[config.mk]
export PLATFORM = sky130hd
export DESIGN_NAME = muldiv_ctrl
export DESIGN_NICKNAME = d
export VERILOG_FILES = /design/src/rtl/muldiv_ctrl.sv
export SDC_FILE = /design/constraint.sdc
export NUM_CORES = 1
export LEC_CHECK = 0
export ABC_AREA = 1
export CAP_MARGIN = 5
export CORE_UTILIZATION = 40
export DETAILED_ROUTE_END_ITERATION = 6
export GPL_ROUTABILITY_DRIVEN = 1
export GPL_TIMING_DRIVEN = 0
export PLACE_DENSITY_LB_ADDON = 0.3
export SETUP_SLACK_MARGIN = 0.5
export SYNTH_ARGS = -nofsm -noshare
export SYNTH_HDL_FRONTEND = slang
export SYNTH_SLANG_ARGS = --single-unit
[constraint.sdc]
create_clock -name clk -period 4 [get_ports clk]
set_input_delay 0.8 -clock clk [delete_from_list [all_inputs] [get_ports clk]]
set_output_delay 0.8 -clock clk [all_outputs]
set_load 0.05 [all_outputs]
[src/rtl/muldiv_ctrl.sv]
// Multi-cycle MULT/MULTU/DIV/DIVU sequencer owning HI/LO.
// One radix-2 step per cycle, sign fixup and commit in a final cycle.
module muldiv_ctrl #(
  parameter int WIDTH = 32,
  parameter int CNT_W = 5
) (
  input  logic             clk,
  input  logic             rst_n,
  input  logic             start,
  input  logic [1:0]       op,
  input  logic [WIDTH-1:0] rs_data,
  input  logic [WIDTH-1:0] rt_data,
  input  logic             flush,
  input  logic             mthi,
  input  logic             mtlo,
  input  logic [WIDTH-1:0] wdata,
  output logic [WIDTH-1:0] hi,
  output logic [WIDTH-1:0] lo,
  output logic             busy,
  output logic             stall_req,
  output logic             done,
  output logic             div_zero
);

  typedef enum logic [1:0] {
    S_IDLE,
    S_CALC,
    S_FIN
  } state_e;

  localparam logic [CNT_W-1:0] CNT_LAST = CNT_W'(WIDTH - 1);
  localparam logic [CNT_W-1:0] CNT_ONE  = CNT_W'(1);

  state_e             state_q, state_d;
  logic               is_div_q, is_div_d;
  logic               neg_a_q, neg_a_d;
  logic               neg_b_q, neg_b_d;
  logic               dvz_q, dvz_d;
  logic [WIDTH-1:0]   opb_q, opb_d;
  logic [2*WIDTH-1:0] acc_q, acc_d;
  logic [CNT_W-1:0]   cnt_q, cnt_d;
  logic [WIDTH-1:0]   hi_q, hi_d;
  logic [WIDTH-1:0]   lo_q, lo_d;
  logic               done_q, done_d;
  logic               dz_q, dz_d;

  logic               sgn_op;
  logic               rs_neg, rt_neg;
  logic [WIDTH-1:0]   rs_mag, rt_mag;
  logic [WIDTH:0]     mul_sum;
  logic [WIDTH:0]     div_hi;
  logic [WIDTH:0]     div_diff;
  logic [2*WIDTH-1:0] prod;
  logic [WIDTH-1:0]   quo, rem;

  always_comb begin
    sgn_op = ~op[0];
    rs_neg = sgn_op & rs_data[WIDTH-1];
    rt_neg = sgn_op & rt_data[WIDTH-1];
    rs_mag = rs_neg ? -rs_data : rs_data;
    rt_mag = rt_neg ? -rt_data : rt_data;
  end

  always_comb begin
    mul_sum  = {1'b0, acc_q[2*WIDTH-1:WIDTH]}
             + (acc_q[0] ? {1'b0, opb_q} : '0);
    // upper half after the left shift, one extra bit for the trial subtract
    div_hi   = acc_q[2*WIDTH-1:WIDTH-1];
    div_diff = div_hi - {1'b0, opb_q};
    prod     = (neg_a_q ^ neg_b_q) ? -acc_q : acc_q;
    quo      = (neg_a_q ^ neg_b_q) ? -acc_q[WIDTH-1:0]
                                   : acc_q[WIDTH-1:0];
    rem      = neg_a_q ? -acc_q[2*WIDTH-1:WIDTH]
                       : acc_q[2*WIDTH-1:WIDTH];
  end

  always_comb begin
    state_d  = state_q;
    is_div_d = is_div_q;
    neg_a_d  = neg_a_q;
    neg_b_d  = neg_b_q;
    dvz_d    = dvz_q;
    opb_d    = opb_q;
    acc_d    = acc_q;
    cnt_d    = cnt_q;
    hi_d     = hi_q;
    lo_d     = lo_q;
    done_d   = 1'b0;
    dz_d     = 1'b0;
    unique case (state_q)
      S_IDLE: begin
        if (start && !flush) begin
          state_d  = S_CALC;
          is_div_d = op[1];
          neg_a_d  = rs_neg;
          neg_b_d  = rt_neg;
          dvz_d    = (rt_data == '0);
          cnt_d    = CNT_LAST;
          // mult: multiplier in low half; div: dividend in low half
          opb_d    = op[1] ? rt_mag : rs_mag;
          acc_d    = op[1] ? {{WIDTH{1'b0}}, rs_mag}
                           : {{WIDTH{1'b0}}, rt_mag};
        end else if (!start) begin
          if (mthi) hi_d = wdata;
          if (mtlo) lo_d = wdata;
        end
      end
      S_CALC: begin
        if (flush) begin
          state_d = S_IDLE;
        end else begin
          if (is_div_q) begin
            acc_d = div_diff[WIDTH]
                  ? {acc_q[2*WIDTH-2:0], 1'b0}
                  : {div_diff[WIDTH-1:0], acc_q[WIDTH-2:0], 1'b1};
          end else begin
            acc_d = {mul_sum, acc_q[WIDTH-1:1]};
          end
          if (cnt_q == '0) state_d = S_FIN;
          else             cnt_d   = cnt_q - CNT_ONE;
        end
      end
      S_FIN: begin
        state_d = S_IDLE;
        if (!flush) begin
          done_d = 1'b1;
          dz_d   = is_div_q & dvz_q;
          if (is_div_q) begin
            hi_d = rem;
            lo_d = dvz_q ? {WIDTH{1'b1}} : quo;
          end else begin
            hi_d = prod[2*WIDTH-1:WIDTH];
            lo_d = prod[WIDTH-1:0];
          end
        end
      end
      default: state_d = S_IDLE;
    endcase
  end

  always_ff @(posedge clk) begin
    if (!rst_n) begin
      state_q  <= S_IDLE;
      is_div_q <= 1'b0;
      neg_a_q  <= 1'b0;
      neg_b_q  <= 1'b0;
      dvz_q    <= 1'b0;
      opb_q    <= '0;
      acc_q    <= '0;
      cnt_q    <= '0;
      hi_q     <= '0;
      lo_q     <= '0;
      done_q   <= 1'b0;
      dz_q     <= 1'b0;
    end else begin
      state_q  <= state_d;
      is_div_q <= is_div_d;
      neg_a_q  <= neg_a_d;
      neg_b_q  <= neg_b_d;
      dvz_q    <= dvz_d;
      opb_q    <= opb_d;
      acc_q    <= acc_d;
      cnt_q    <= cnt_d;
      hi_q     <= hi_d;
      lo_q     <= lo_d;
      done_q   <= done_d;
      dz_q     <= dz_d;
    end
  end

  assign hi        = hi_q;
  assign lo        = lo_q;
  assign busy      = (state_q != S_IDLE);
  assign stall_req = busy | (start & ~flush);
  assign done      = done_q;
  assign div_zero  = dz_q;

endmodule

# Yosys cells after proc, flatten, opt, wreduce, memory -nomap -nowiden
# Cells that the tools add are included.
# W data, S select, Z words.
# op_classes
addsub,8
n_eq_ne,11
mux,35
bitwise_logic,10
n_reduce_logical,16
# ops
operator,count
$mux W32,18
$mux W64,5
$neg A32 Y32,4
$pmux W32 S2,2
$pmux W64 S2,1
$neg A64 Y64,1
$add A32 B32 Y33,1
$sub A33 B32 Y33,1
$logic_not A32 Y1,1
$ne A2 B2 Y1 const B,8
$mux W5,3
$pmux W5 S2,1
$reduce_and A5 Y1,2
$mux W2,3
$reduce_and A2 Y1,3
$reduce_bool A2 Y1,3
$logic_not A5 Y1,1
$sub A5 B1 Y5 const B,1
$and A1 B1 Y1,4
$not A1 Y1,4
$pmux W2 S2,1
$reduce_and A4 Y1,1
$ne A3 B3 Y1 const B,1
$reduce_and A3 Y1,1
9 further kinds,9
# word_totals
reg_bits,173
output_inout_bits,68

# Longest topological paths before layout
# Gate-level depths: netlist (run 1).
# logic_depth
depth_word,6
mapped_depth,20
ltp_nobuf,19

# Least setup slack after synthesis (run 1)
# Ideal clock, no wire load.
# synth_timing
path_kind,input to output
from,input port start
to,output port stall_req
arrival_ps,1967
required_ps,3200
slack_ps,1233
path_stages,2
n_path_buf,0
cell_sequence,inv_1 o21ai_0
# synth_between
elab_chain_len,2
# synth_lines
item,line,rtl
from (decl),9,"input logic start,"
$and A1 B1 Y1,174,assign stall_req = busy | (start & ~flush);
$or A1 B1 Y1,174,
to (decl),20,"output logic stall_req,"
# No other way between the ends.

# Worst setup path in the final report (run 1)
# layout_timing
from,input port flush
to,output port stall_req
# layout_between
elab_chain_len,3
# layout_lines
item,line,rtl
from (decl),13,"input logic flush,"
$not A1 Y1,174,
$and A1 B1 Y1,174,
$or A1 B1 Y1,174,
# No other way between the ends.

==> impl_metrics.yaml, run 1 <==
critical_path:
  reg2reg_setup_slack_ps: 630
  critPathBufInv: 2
  cp-start-kind: "input port"
  cp-end-kind: "output port"
  critPathTopFamily: "buffers and inverters"
  arrival_ps: 2590
  cpMaxStageDelayCell: "clkdlybuf4s50_1"
  cp_slowest_stage_delay_ps: 660
  path_cells: "clkdlybuf4s50_1 > o21ai_0 > dlygate4sd2_1"
  critical_path_required_ps: 3200
  critPathKind: "input port to output port"
  crit_fanout: 6
  cp.depth: 3
  reg2reg_depth: 17
timing:
  fin_hold_ws_ps: 463.7
  slew_viol_final: 0
  fin_setup_tns_ps: 0
  post-route-min-period_ps: 3387
  worst_slack_ps: 613.4
  final-hold-violation-count: 0
  fin_crit_sh: 0.8467
  rsz0062_at_grt: "false"
  fmax_mhz: 295.3
  worst_pin_slew_ps: 1018
  setup_viol: 0
  max_slew_margin: 0.3214
  clock-skew-final_ps: 14.24
drt:
  drc_errors: 8
  drt_first_pass_iters: 7
  post_drt_wl_per_cell_um: 20.06
  via_per_inst: 5.604
  drt_iter0_markers: 2976
  routed_wl_um: 78630
  vias: 21970
  detail-route-antenna-nets: 0
yosys:
  synth_top_area_share: 0.1975
  synthMuxAreaShare: 0
  ys_ff_latch: 173
  synth_area_sq_um: 17540
  yosysWarningCount: 0
  seq_area_frac_synth: 0.1975
  synthSimpleGateAreaFrac: 0.3724
  async_flop_share: 0
  synth_top_family_by_area: "simple AND/OR/NAND/NOR gates"
  synth_area_leader_cell: "dfxtp_1"
  synth.area.top_cells: "dfxtp_1 20%, nand2_1 18%, inv_1 9.7%"
  yosys_most_used_dff: "dfxtp_1"
  synth_cell_type_count: 50
  syn_area_per_cell_sq_um: 5.595
  synthAdderAreaFrac: 0.05223
  synth_compound_area_frac: 0.2086
  synth_edf_count: 0
  synth_xor_area_frac: 0.03846
  syn_inst: 3134
  syn-num-nets: 3310
finish:
  n_antenna_cell: 0
  fin_cells: 3920
  final_common_cell: "nand2_1"
  final_nets: 3498
  layout_common_cells: "836 x nand2_1, 455 x inv_1, 288 x nor2_1"
  drive_gt1_frac: 0.03778
  fillers: 4816
  syn_to_final_growth_pct: 17.40
clock_network:
  cts_buffers: 17
  cts_setup_buffers: 0
  cts_tree: "done"
  cts_sinks: 173
  clkSlewWorstSetupHoldPaths_ps: 80
  h-tree-depth: 4
  cts_buffer_depth: 2
  cts_root_buf: "clkbuf_16"
  insertion_delay_ps: 470
floorplanning:
  num_rows: 76
  core_sq_um: 43170
  fp.dieH_um: 211.4
  start_util: 0.4062
  io-pin-count: 172
  die_x_um: 211.4
  fp.dieArea_sq_um: 44680
global_routing:
  grt_pass1_wl_um: 117200
  grt_use_total: 0.3491
  grt-ovfl-total: 0
  grt_pass1_vias: 19670
  grt_start_max_net_pins: 18
  grt_antenna_before_repair: 1
power_and_ir_drop:
  powerDensity_nw_per_um2: 304.0
  peakVddDrop_v: 0.0003181
  power.leakage_nw: 9.848
placement:
  portBuffers: 169
  place_congestion: 1.029
  pre_cts_ws_ps: 396.4
  dp.cells: 3888
  dp.final_hpwl_um: 64950
worst_hold_path:
  hold_class: "flip-flop to flip-flop"
  hold_depth: 1
status:
  outcome: "finished, violations left"
  violations: "design-rule violations"
job:
  cap_violations: 0
[stage by stage]
step,power [mW],utilization,cell area [sq um]
floorplan,3.550,-,17540
global placement,4.397,0.4623,19960
detailed placement,4.395,0.4623,19960
CTS,6.166,0.4767,20580
global route,6.521,0.4768,20590
finish,6.259,0.4768,20590
[layer usage]
layer  share of wire  vias to the layer above  global-route usage
li1                -                    10590                   -
met1            0.43                     9907              0.4883
met2            0.41                     1290              0.5194
met3            0.12                      180             0.06423
met4           0.045                        2              0.1522
met5         0.00017                        -                   0
[worst register-to-register path, cell delays in order, from the launching register on]
cell      delay [ps]
dfxtp_1          310
clkbuf_4         260
clkbuf_4         260
nand2_1           70
inv_1             50
ha_1             300
inv_1            120
fa_1             440
o21ai_2          250
nand2_1           80
nand2_1          170
nand2_1           70
o211ai_1         210
nand2_1          180
nand3_1          110
nand3_1          130
nand3_1          150
a21oi_1           70
[power by group]
| part | internal [mW] | leakage (nW) | switching [mW] |
|---|---|---|---|
| Combinational | 0.779 | 8.13 | 1.71 |
| Sequential | 1.84 | 1.42 | 0.120 |
| Clock | 0.967 | 0.296 | 0.847 |
| Total | 3.59 | 9.85 | 2.67 |
[final cells by class]
cell class | count | area, sq um | area share
Buffer | 124 | 561.8 | 0.02729
Tap cell | 585 | 732.0 | 0.03556
Clock inverter | 13 | 176.4 | 0.008570
Clock buffer | 19 | 442.9 | 0.02152
Sequential cell | 173 | 3463 | 0.1682
Timing Repair Buffer | 169 | 1690 | 0.08211
Multi-Input combinational cell | 2374 | 11780 | 0.5723
Inverter | 463 | 1738 | 0.08442
[timing repair]
action / in CTS / in global routing
endpoints found under the setup margin: 4 / 5
pin swaps: 0 / 0
hold buffers: 0 / 0
gates resized for setup: 2 / 4
[synth_stat cells (9+ instances only)]
library cell,instances
ha_1,70
xnor2_1,11
nand2_1,836
clkbuf_1,73
buf_1,11
o211ai_1,25
nand3_1,270
nand2_2,10
a21o_1,12
buf_2,33
o21ai_1,14
inv_1,455
nor2_1,289
nand4_1,41
a31oi_1,38
o21bai_1,10
or2_2,11
nor2_2,9
o21ai_0,268
dfxtp_1,173
xor2_1,66
nor3_1,48
nand3b_1,15
a21oi_1,277
[sequential cells by signal, summed over array words and instances, names as in the netlist]
signal    flops
acc_q        64
hi           32
lo           32
opb_q        32
cnt_q         5
state_q       2
div_zero      1
done          1
dvz_q         1
is_div_q      1
neg_a_q       1
neg_b_q       1
[path summary, 6_finish.rpt]
| check | start | endpoint |
|---|---|---|
| worst max-delay path | flush | stall_req |
| worst min-delay path | cnt_q[0] | cnt_q[0] |
| worst max register to register | acc_q[0] | acc_q[61] |
| worst min register to register | cnt_q[0] | cnt_q[0] |
[cells by family (layout without fill, tap and decap cells)]
family | after synthesis | after routing
adder cells (fa/ha/maj) | 72 | 72
flip-flops | 173 | 173
XOR/XNOR | 77 | 77
AND/OR/NAND/NOR | 1548 | 1548
buffers and inverters | 587 | 788
AO/OA/AOI/OAI | 677 | 677
No activity file was read; power rests on OpenSTA's default activity.
==> inputs of run 2 (changes only) <==
==> constraint.sdc (replaced) <==
create_clock -name clk -period 2.9 [get_ports clk]
set_input_delay 0.58 -clock clk [delete_from_list [all_inputs] [get_ports clk]]
set_output_delay 0.58 -clock clk [all_outputs]
set_load 0.05 [all_outputs]
==> run 2 against run 1 <==
  * The run now ends clean
  * First-iteration DRC count up 3.3%
  * Sequential share of layout area down 1.0 points
  * Core utilization up 4.3 points
  * Count of clock-buffer cells in the layout up 3
  * Critical endpoint is now acc_q[47]
  * Largest power group unchanged
==> impl_metrics.yaml, run 2 (synthesis gave the netlist of run 1 again) <==
clock_network:
  insertion_delay_ps: 470
  cts_tree: "done"
  cts_buffers: 17
  cts_sinks: 173
  cts_buffer_depth: 2
  holdBufCountCts: 0
  clkSlewWorstSetupHoldPaths_ps: 70
  h-tree-depth: 4
  cts_root_buf: "clkbuf_16"
timing:
  fin_hold_ws_ps: 453.1
  slew_viol_final: 0
  rsz0062_at_grt: "true"
  fin_crit_sh: 0.9125
  final-hold-violation-count: 0
  worst_pin_slew_ps: 1046
  max_slew_margin: 0.3026
  clock-skew-final_ps: 13.61
  setup_viol: 0
  fmax_mhz: 377.9
  post-route-min-period_ps: 2646
drt:
  routed_wl_um: 79660
  drt_iter0_markers: 3074
  drt_first_pass_iters: 7
  detail-route-antenna-nets: 0
  vias: 22550
  via_per_inst: 5.674
  post_drt_wl_per_cell_um: 20.04
  drc_errors: 0
finish:
  multi_input_area_sq_um: 13000
  syn_to_final_growth_pct: 27.96
  layout_common_cells: "792 x nand2_1, 437 x inv_1, 252 x nor2_1"
  largest_register_ffs: 64
  regArea_sq_um: 3541
  fillers: 4587
  final_common_cell: "nand2_1"
  n_antenna_cell: 0
  drive_gt1_frac: 0.1363
  largest-register: "acc_q"
  design_area_sq_um: 22440
  final_nets: 3553
placement:
  place_congestion: 1.073
  portBuffers: 169
  place_area_sq_um: 19960
  dp.final_hpwl_um: 63870
floorplanning:
  fp.dieH_um: 211.4
  start_util: 0.4062
  io-pin-count: 172
  die_x_um: 211.4
  core_sq_um: 43170
  num_rows: 76
  fp.dieArea_sq_um: 44680
critical_path:
  crit_fanout: 5
  critPathKind: "flip-flop to flip-flop"
  cp-end-kind: "flip-flop"
  critical_path_required_ps: 3280
  cp-start-kind: "flip-flop"
  arrival_ps: 3030
global_routing:
  grt_antenna_before_repair: 1
  grt_start_max_net_pins: 17
  grt_pass1_wl_um: 119000
  grt_use_total: 0.3504
  grt_pass1_vias: 20490
  grt-ovfl-total: 0
status:
  outcome: "completed"
power_and_ir_drop:
  power.leakage_nw: 10.38
  peakVddDrop_v: 0.0004499
  powerDensity_nw_per_um2: 398.9
job:
  cap_violations: 0
worst_hold_path:
  hold_class: "flip-flop to flip-flop"
==> run 2: cell count changes in the layout (fill, tap and decap cells not counted), sizes merged <==
| cell | change |
|---|---|
| buf | +55 |
| dlymetal6s2s | +2 |
| dlygate4sd2 | +1 |
| bufinv | -2 |
| inv | -4 |
| clkinvlp | +5 |
| clkinv | -2 |
| clkbuf | +3 |
| clkdlybuf4s50 | -4 |
| bufbuf | +1 |
==> run 2: layout make-up <==
class | count | area share
Timing Repair Buffer | 224 | 0.09848
Clock buffer | 22 | 0.02158
Inverter | 463 | 0.07796
Buffer | 124 | 0.02866
Sequential cell | 173 | 0.1578
Tap cell | 585 | 0.03262
Clock inverter | 10 | 0.003569
Multi-Input combinational cell | 2374 | 0.5793
==> run 2: timing repair <==
action	4_1_cts	5_1_grt
pin swaps	34	43
setup buffers	35	16
gates resized for setup	224	181
cloned	4	0
endpoints found under the setup margin	123	141
==> run 2: metal layers <==
layer  share of wire  track usage
met1            0.41       0.4709
met3            0.11      0.08129
met5         0.00016            0
met4           0.065       0.2106
met2            0.41       0.5060
==> run 2: worst max-delay path, stage by stage, from the launching register on <==
cell	delay, ps
dfxtp_4	380
inv_4	40
ha_4	150
fa_2	360
inv_2	90
nand2_2	50
nand2_2	80
nand3_2	100
nand2_2	110
nand2_2	70
nand2_4	100
nand2_8	80
nand2_4	80
nand2_4	60
nand2_8	110
buf_12	130
buf_12	140
nand2_4	50
nand3_2	70
nand3_2	110
a21oi_2	170
==> run 2: worst paths after layout <==
check	cells after the start	slack [ps]	to	start
hold reg to reg	1	450	cnt_q[0]	cnt_q[0]
setup reg to reg	20	250	acc_q[47]	acc_q[31]
setup / recovery	20	250	acc_q[47]	acc_q[31]
hold / removal	1	450	cnt_q[0]	cnt_q[0]
==> run 2: where the power goes <==
group | internal, mW | switching (mW)
Sequential | 2.53 | 0.163
Clock | 1.20 | 1.08
Combinational | 1.35 | 2.62
Total | 5.08 | 3.87
==> run 2: per-stage QoR <==
step	power, mW	utilization	TNS, ps	instances	setup WS, ps
2_1_floorplan	4.897	-	0	3134	506.9
3_3_place_gp	6.076	0.4624	-6477	3888	-307.1
3_5_place_dp	6.081	0.4624	-6331	3888	-288.3
4_1_cts	8.653	0.5025	0	3959	361.4
5_1_grt	9.342	0.5197	0	3975	198.1
6_report	8.951	0.5197	0	3975	253.7
